$ cat config.mk
export PLATFORM = sky130hd
export DESIGN_NAME = fetch_unit
export DESIGN_NICKNAME = d
export VERILOG_FILES = /design/src/rtl/cpu_pkg.sv /design/src/rtl/fetch_buffer.sv /design/src/rtl/fetch_unit.sv
export SDC_FILE = /design/constraint.sdc
export NUM_CORES = 1
export LEC_CHECK = 0
export ABC_AREA = 1
export BUFFER_PORTS_ARGS = -buffer_cell sky130_fd_sc_hd__clkbuf_2
export CORE_ASPECT_RATIO = 1.2
export CORE_UTILIZATION = 40
export DETAILED_ROUTE_END_ITERATION = 8
export HOLD_SLACK_MARGIN = 0.08
export PLACE_DENSITY = 0.69
export SLEW_MARGIN = 20
export SYNTH_ARGS = -nofsm -noshare
export SYNTH_HDL_FRONTEND = slang
export SYNTH_HIERARCHICAL = 1
export SYNTH_SLANG_ARGS = --single-unit
$ cat constraint.sdc
create_clock -name clock -period 2.3 [get_ports clock]
set_input_delay 0.345 -clock clock [delete_from_list [all_inputs] [get_ports clock]]
set_output_delay 0.345 -clock clock [all_outputs]
set_load 0.01 [all_outputs]
$ cat src/rtl/cpu_pkg.sv
// Shared CPU constants and the fetch-stage state encoding.
// Imported by the fetch unit and its instruction buffer.
package cpu_pkg;

  localparam int ADDR_W   = 18;
  localparam int RESET_PC = 0;
  localparam int PC_STEP  = 4;

  typedef enum logic {
    FS_HI = 1'b0,
    FS_LO = 1'b1
  } fetch_state_t;

endpackage

$ cat src/rtl/fetch_buffer.sv
// One-entry instruction/PC holding register between fetch and decode.
// A flush beats a capture; a capture beats a consume.
module fetch_buffer
  import cpu_pkg::*;
#(
  parameter int AW = cpu_pkg::ADDR_W
) (
  input  logic          clock,
  input  logic          reset,
  input  logic          capture,
  input  logic          flush,
  input  logic          stall,
  input  logic [31:0]   data,
  input  logic [AW-1:0] pc,
  output logic          valid,
  output logic [31:0]   instr,
  output logic [AW-1:0] instr_pc
);

  always_ff @(posedge clock) begin
    if (reset) begin
      valid    <= 1'b0;
      instr    <= '0;
      instr_pc <= '0;
    end else if (flush) begin
      valid <= 1'b0;
    end else if (capture) begin
      valid    <= 1'b1;
      instr    <= data;
      instr_pc <= pc;
    end else if (!stall) begin
      valid <= 1'b0;
    end
  end

endmodule

$ cat src/rtl/fetch_unit.sv
// Instruction fetch stage: two-phase 32-bit reads over a 16-bit path,
// yielding to the memory stage and absorbing branch redirects.
module fetch_unit
  import cpu_pkg::*;
#(
  parameter int ADDR_W   = cpu_pkg::ADDR_W,
  parameter int RESET_PC = cpu_pkg::RESET_PC,
  parameter int PC_STEP  = cpu_pkg::PC_STEP
) (
  input  logic              clock,
  input  logic              reset,
  output logic              if_mc_en,
  output logic [ADDR_W-1:0] if_mc_addr,
  input  logic [31:0]       mc_if_data,
  input  logic              mem_mc_en,
  output logic              if_mem_grant,
  input  logic              ex_if_branch_en,
  input  logic [ADDR_W-1:0] ex_if_branch_addr,
  input  logic              id_if_stall,
  output logic              if_id_valid,
  output logic [31:0]       if_id_instr,
  output logic [ADDR_W-1:0] if_id_pc
);

  fetch_state_t      state;
  logic              mc_step;
  logic [ADDR_W-1:0] pc;
  logic              buf_free;
  logic              start;
  logic              capture;

  assign buf_free = !if_id_valid || !id_if_stall;

  // A branch in HI delays issue one cycle so the pair starts at the target
  assign start = (state == FS_HI) && !mc_step && !mem_mc_en
              && buf_free && !ex_if_branch_en;

  assign if_mc_en     = !reset && ((state == FS_LO) || start);
  assign if_mc_addr   = pc;
  assign if_mem_grant = !mc_step;
  assign capture      = (state == FS_LO) && !ex_if_branch_en;

  always_ff @(posedge clock) begin
    if (reset) begin
      state   <= FS_HI;
      mc_step <= 1'b0;
      pc      <= ADDR_W'(RESET_PC);
    end else begin
      if (if_mc_en || mem_mc_en)
        mc_step <= ~mc_step;
      if (ex_if_branch_en)
        pc <= ex_if_branch_addr;
      else if (state == FS_LO)
        pc <= pc + ADDR_W'(PC_STEP);
      unique case (state)
        FS_HI: if (start) state <= FS_LO;
        FS_LO: state <= FS_HI;
      endcase
    end
  end

  fetch_buffer #(
    .AW(ADDR_W)
  ) u_buf (
    .clock    (clock),
    .reset    (reset),
    .capture  (capture),
    .flush    (ex_if_branch_en),
    .stall    (id_if_stall),
    .data     (mc_if_data),
    .pc       (pc),
    .valid    (if_id_valid),
    .instr    (if_id_instr),
    .instr_pc (if_id_pc)
  );

endmodule

# After elaboration in Yosys (flattened, before gate mapping)
# Index checks and enable logic that the tools add are counted.
dict set report op_classes {
  add_sub_neg 1
  eq_ne 1
  n_mux 6
  bitwise_logic 3
  reduce_logical 18
}
# op n
set ops {}
lappend ops {{18-bit two-way mux} 2}
lappend ops {{18-bit by 3-bit adder with 18-bit output, second input constant} 1}
lappend ops {{1-bit logical AND} 6}
lappend ops {{1-bit logical NOT} 6}
lappend ops {{1-bit logical OR} 3}
lappend ops {{1-bit two-way mux} 3}
lappend ops {{1-bit inverter} 3}
lappend ops {{2-bit by 1-bit != test with 1-bit output, second input constant} 1}
lappend ops {{1-bit case mux with 2 select lines} 1}
lappend ops {{2-bit AND reduction} 1}
lappend ops {{2-bit nonzero test} 1}
lappend ops {{2-bit OR reduction} 1}
dict set report totals {
  register_bits 71
  inputBits 55
  wordCells 35
}

# Longest topological paths before layout
dict set report logic_depth {
  depth_word 8
  depth_mapped 11
}

# Modules after synthesis
# The synthesis kept the hierarchy.
# module instances cells_per_inst area_each_um2 seq_area_each_um2
set by_module_without_submodules {}
lappend by_module_without_submodules {fetch_buffer 1 330 2159.6 1021.0}
lappend by_module_without_submodules {fetch_unit 1 171 1134.8 400.4}

# Least setup slack after synthesis
# No wires, ideal clock.
dict set report synth_path {
  kind {input to register}
  from {in ex_if_branch_en}
  to {reg u_buf.instr[18]}
  t_arrival_ps 1466
  required_ps 2236
  path_slack_ps 770
  stages 11
  path_cell_list {buf_2 inv_2 nand2_2 inv_2 buf_4 buf_2 inv_2 nor2_4 buf_2 nor2_1 nor2_1}
}
dict set report synth_between {
  elab_chain_len 3
  elab_cells_between_ends 4
}
# item line
set synth_lines {}
lappend synth_lines {{start: declaration} fetch_unit.sv:17} ;# input logic ex_if_branch_en,
lappend synth_lines {{1-bit logical NOT} fetch_unit.sv:41} ;# assign capture = (state == FS_LO) && !ex_if_branch_en;
lappend synth_lines {{1-bit logical AND} fetch_unit.sv:41}
lappend synth_lines {{net capture} fetch_unit.sv:30} ;# logic capture;
lappend synth_lines {{2-bit AND reduction (no line)} -}
lappend synth_lines {{end signal: assignment} fetch_buffer.sv:29} ;# instr <= data;
lappend synth_lines {{end: declaration} fetch_buffer.sv:16} ;# output logic [31:0] instr,
# The timed path passes the listed nets, and every way through them passes these cells.
# A chain may end at the register's enable or synchronous reset.

# Final worst setup path
dict set report layout_path {
  from {reg state}
  to {out if_mc_en}
}
dict set report layout_between {
  elab_chain_len 7
}
# item line
set layout_lines {}
lappend layout_lines {{start: declaration} fetch_unit.sv:25} ;# fetch_state_t state;
lappend layout_lines {{start signal: assignment} fetch_unit.sv:45} ;# state <= FS_HI;
lappend layout_lines {{start signal: assignment} fetch_unit.sv:56} ;# FS_HI: if (start) state <= FS_LO;
lappend layout_lines {{start signal: assignment} fetch_unit.sv:57} ;# FS_LO: state <= FS_HI;
lappend layout_lines {{1-bit inverter} -}
lappend layout_lines {{1-bit logical AND (2 in series)} fetch_unit.sv:35} ;# assign start = (state == FS_HI) && !mc_step && !mem_mc_en
lappend layout_lines {{1-bit logical AND (2 in series)} fetch_unit.sv:36} ;# && buf_free && !ex_if_branch_en;
lappend layout_lines {{1-bit logical OR (*)} fetch_unit.sv:38} ;# assign if_mc_en = !reset && ((state == FS_LO) || start);
lappend layout_lines {{1-bit logical AND (*)} fetch_unit.sv:38}
lappend layout_lines {{end: declaration} fetch_unit.sv:12} ;# output logic if_mc_en,
# Every way passes the cells marked *; elsewhere a longest branch is shown, timed or not.

==> reports/metrics.csv <==
metric;value;unit
ios;126;
synth_cell_types;23;
die_h;101;microns
dp_hpwl;5840;microns
violations;DRC;
clockBufferDepth;2;
ir_worst_vdd;0.319;mV
fin_skew;0.00833;ns
die_area;0.00860;sq mm
post_cts_buffers;0;
min_to;if_mc_addr[0];
track_usage;19.6;%
die_w;84.8;microns
maxSlewHeadroom;67.4;%
antenna_found_initial;0;
core;0.00784;sq mm
min_period;1.59;ns
final_nets;675;
vias;3405;
grt_first_pass_wirelength;13300;microns
sequentialPowerShare;45.7;%
start_kind;register;
drtAntennaViolNets;0;
synth-seq-area-share;43.1;%
layout_common_cells;clkbuf_2 (125), nor2_1 (122), nand2_1 (97);
status;complete, but fails checks;
cts_tree;done;
hold_buffers;0;
antenna_cells;0;
dp_slack;0.709;ns
top_layer;met4;
min_from;ex_if_branch_addr[0];
synth_top_area_share;43.1;%
rsz0062_at_grt;no;
tightest_slew;0.489;ns
max_freq;0.630;GHz
reg2reg_to;if_mc_addr[16];
netlist_area;0.00329;sq mm
worstSkewPairLatency;0.35;ns
timing.rr.start;if_mc_addr[2];
syn_avg_cell_area;6.58;sq um
grt_overflow;0;
holdPathStages;3;
yosys_warnings;6;
powerDensity;673;mW/mm^2
synth.area.top_cells;dfxtp_1 (43%), nor2_1 (14%), nand2_1 (11%), nand3_1 (9.3%), inv_1 (7.5%);
synth_fp_nets;557;
detail_route.wl_per_cell;11.7;microns
drive_gt1_share;25.6;%
setup_viol;0;
root_buffer;clkbuf_8;
wl_met3;529;microns
min_path_type;in2reg;
cts_htree_levels;3;
finalMaxSlewViolations;0;
switching_share;24.1;%
required;1.96;ns
cts.sinks;71;
drc;10;
place_congestion;0.882;
fin_crit_sh;69.0;%
fill_cells;794;
crit_type;reg2out;
r2r_setup_slack;0.82;ns
clk_pin_slew;0.07;ns
power_frac_comb;10.3;%
p_int;2.17;mW
grt_pass1_vias;2965;
worst-path-max-fanout;4;
finalHoldViolations;0;
drtIter0Drc;153;
synth_top_area_cell;dfxtp_1;
hold_slack;0.226;ns
wl_met2;3940;microns
cts_resized;0;
reg2reg_depth;8;
synthCells;501;
crit_arrival;1.24;ns
port_buffers;125;
max_cap_viol_count;0;
wl_met1;3690;microns
via_per_inst;4.76;
cts-buffers-inserted;9;
final_common_cell;clkbuf_2;
tns;0;ns
end_kind;output port;
clockPowerShare;43.9;%
core.rowCount;35;
wl;8370;microns
p_switching;690;uW
dr.pass1.iters;7;
grt_max_degree;45;
ys_ff_latch;71;
setup_ws;0.714;ns
cellLeakagePower;2.13;nW
start_util;42.0;%
syn_to_final_growth;29.1;%
==> sequential cells by signal, summed over array words and instances (netlist names) <==
register / count
u_buf/valid: 1
if_mc_addr: 18
state: 1
u_buf/instr: 32
mc_step: 1
u_buf/instr_pc: 18
==> worst max path at each step <==
| stage | start | to | slack [ns] | cells past startpoint |
|---|---|---|---|---|
| final | state | if_mc_en | 0.71 | 3 |
| after global routing | state | if_mc_en | 0.63 | 3 |
| after CTS | state | if_mc_en | 0.70 | 3 |
| after detailed placement | ex_if_branch_en | u_buf/instr[22] | 0.71 | 8 |
| after global placement | ex_if_branch_en | u_buf/instr_pc[17] | 0.74 | 8 |
| after floorplan | ex_if_branch_en | u_buf/instr[18] | 0.77 | 11 |
==> cell type report <==
class	count	area [sq um]	area share, %
multi-input cells	333	1480	34.9
flip-flops and latches	71	1420	33.4
clock buffers	11	151	3.56
well taps	92	115	2.71
inverters	71	267	6.27
clock inverters	5	104	2.44
repair buffers	133	711	16.7
==> cell usage after synthesis <==
cell type / count
clkbuf_1: 7
a31oi_1: 2
ha_1: 1
nand4_1: 2
xor2_1: 3
a21oi_1: 14
buf_2: 18
nand3_2: 1
nand2_1: 97
nor2_4: 2
nand3_1: 61
dfxtp_1: 71
o21ai_0: 8
nor2_2: 2
buf_4: 1
nand2_2: 2
inv_1: 66
a22oi_1: 11
nor2_1: 122
inv_2: 4
o21bai_1: 2
xnor2_1: 3
clkinv_1: 1
==> routing by layer <==
metal | up-vias | global-route usage, %
met5 | - | 0
met4 | 0 | 9.26
met3 | 19 | 4.24
met2 | 126 | 32.8
met1 | 1479 | 24.2
li1 | 1781 | -
==> cell families (layout without fill, tap and decap cells) <==
logic type,after synthesis,after routing,share of synthesized area (%)
AO/OA/AOI/OAI,37,37,6.68
flip-flops,71,71,43.1
buffers and inverters,97,220,11.8
adder cells (fa/ha/maj),1,1,0.380
XOR/XNOR,6,6,1.60
AND/OR/NAND/NOR,289,289,36.3
==> worst max-delay path, cell delays in order, from the launching register on <==
cell and delay [ns]:
dfxtp_1 0.45, inv_1 0.14, a21oi_1 0.16, clkbuf_2 0.15
==> power by group through the flow <==
stage	registers, mW	clock network [mW]	logic [mW]
finish	1.31	1.26	0.296
floorplan	1.34	0	0.159
global route	1.32	1.34	0.333
global placement	1.34	0	0.292
detailed placement	1.34	0	0.295
CTS	1.31	1.28	0.296
==> per-stage QoR <==
| step | cells | util, % | power [mW] | cell area (sq um) |
|---|---|---|---|---|
| after floorplan | 501 | - | 1.50 | 3290 |
| after global placement | 700 | 51.0 | 1.63 | 4000 |
| after detailed placement | 700 | 51.0 | 1.63 | 4000 |
| after CTS | 716 | 54.2 | 2.89 | 4250 |
| after global routing | 716 | 54.2 | 2.98 | 4250 |
| final | 716 | 54.2 | 2.86 | 4250 |
Power figures use the tool's default switching activity.
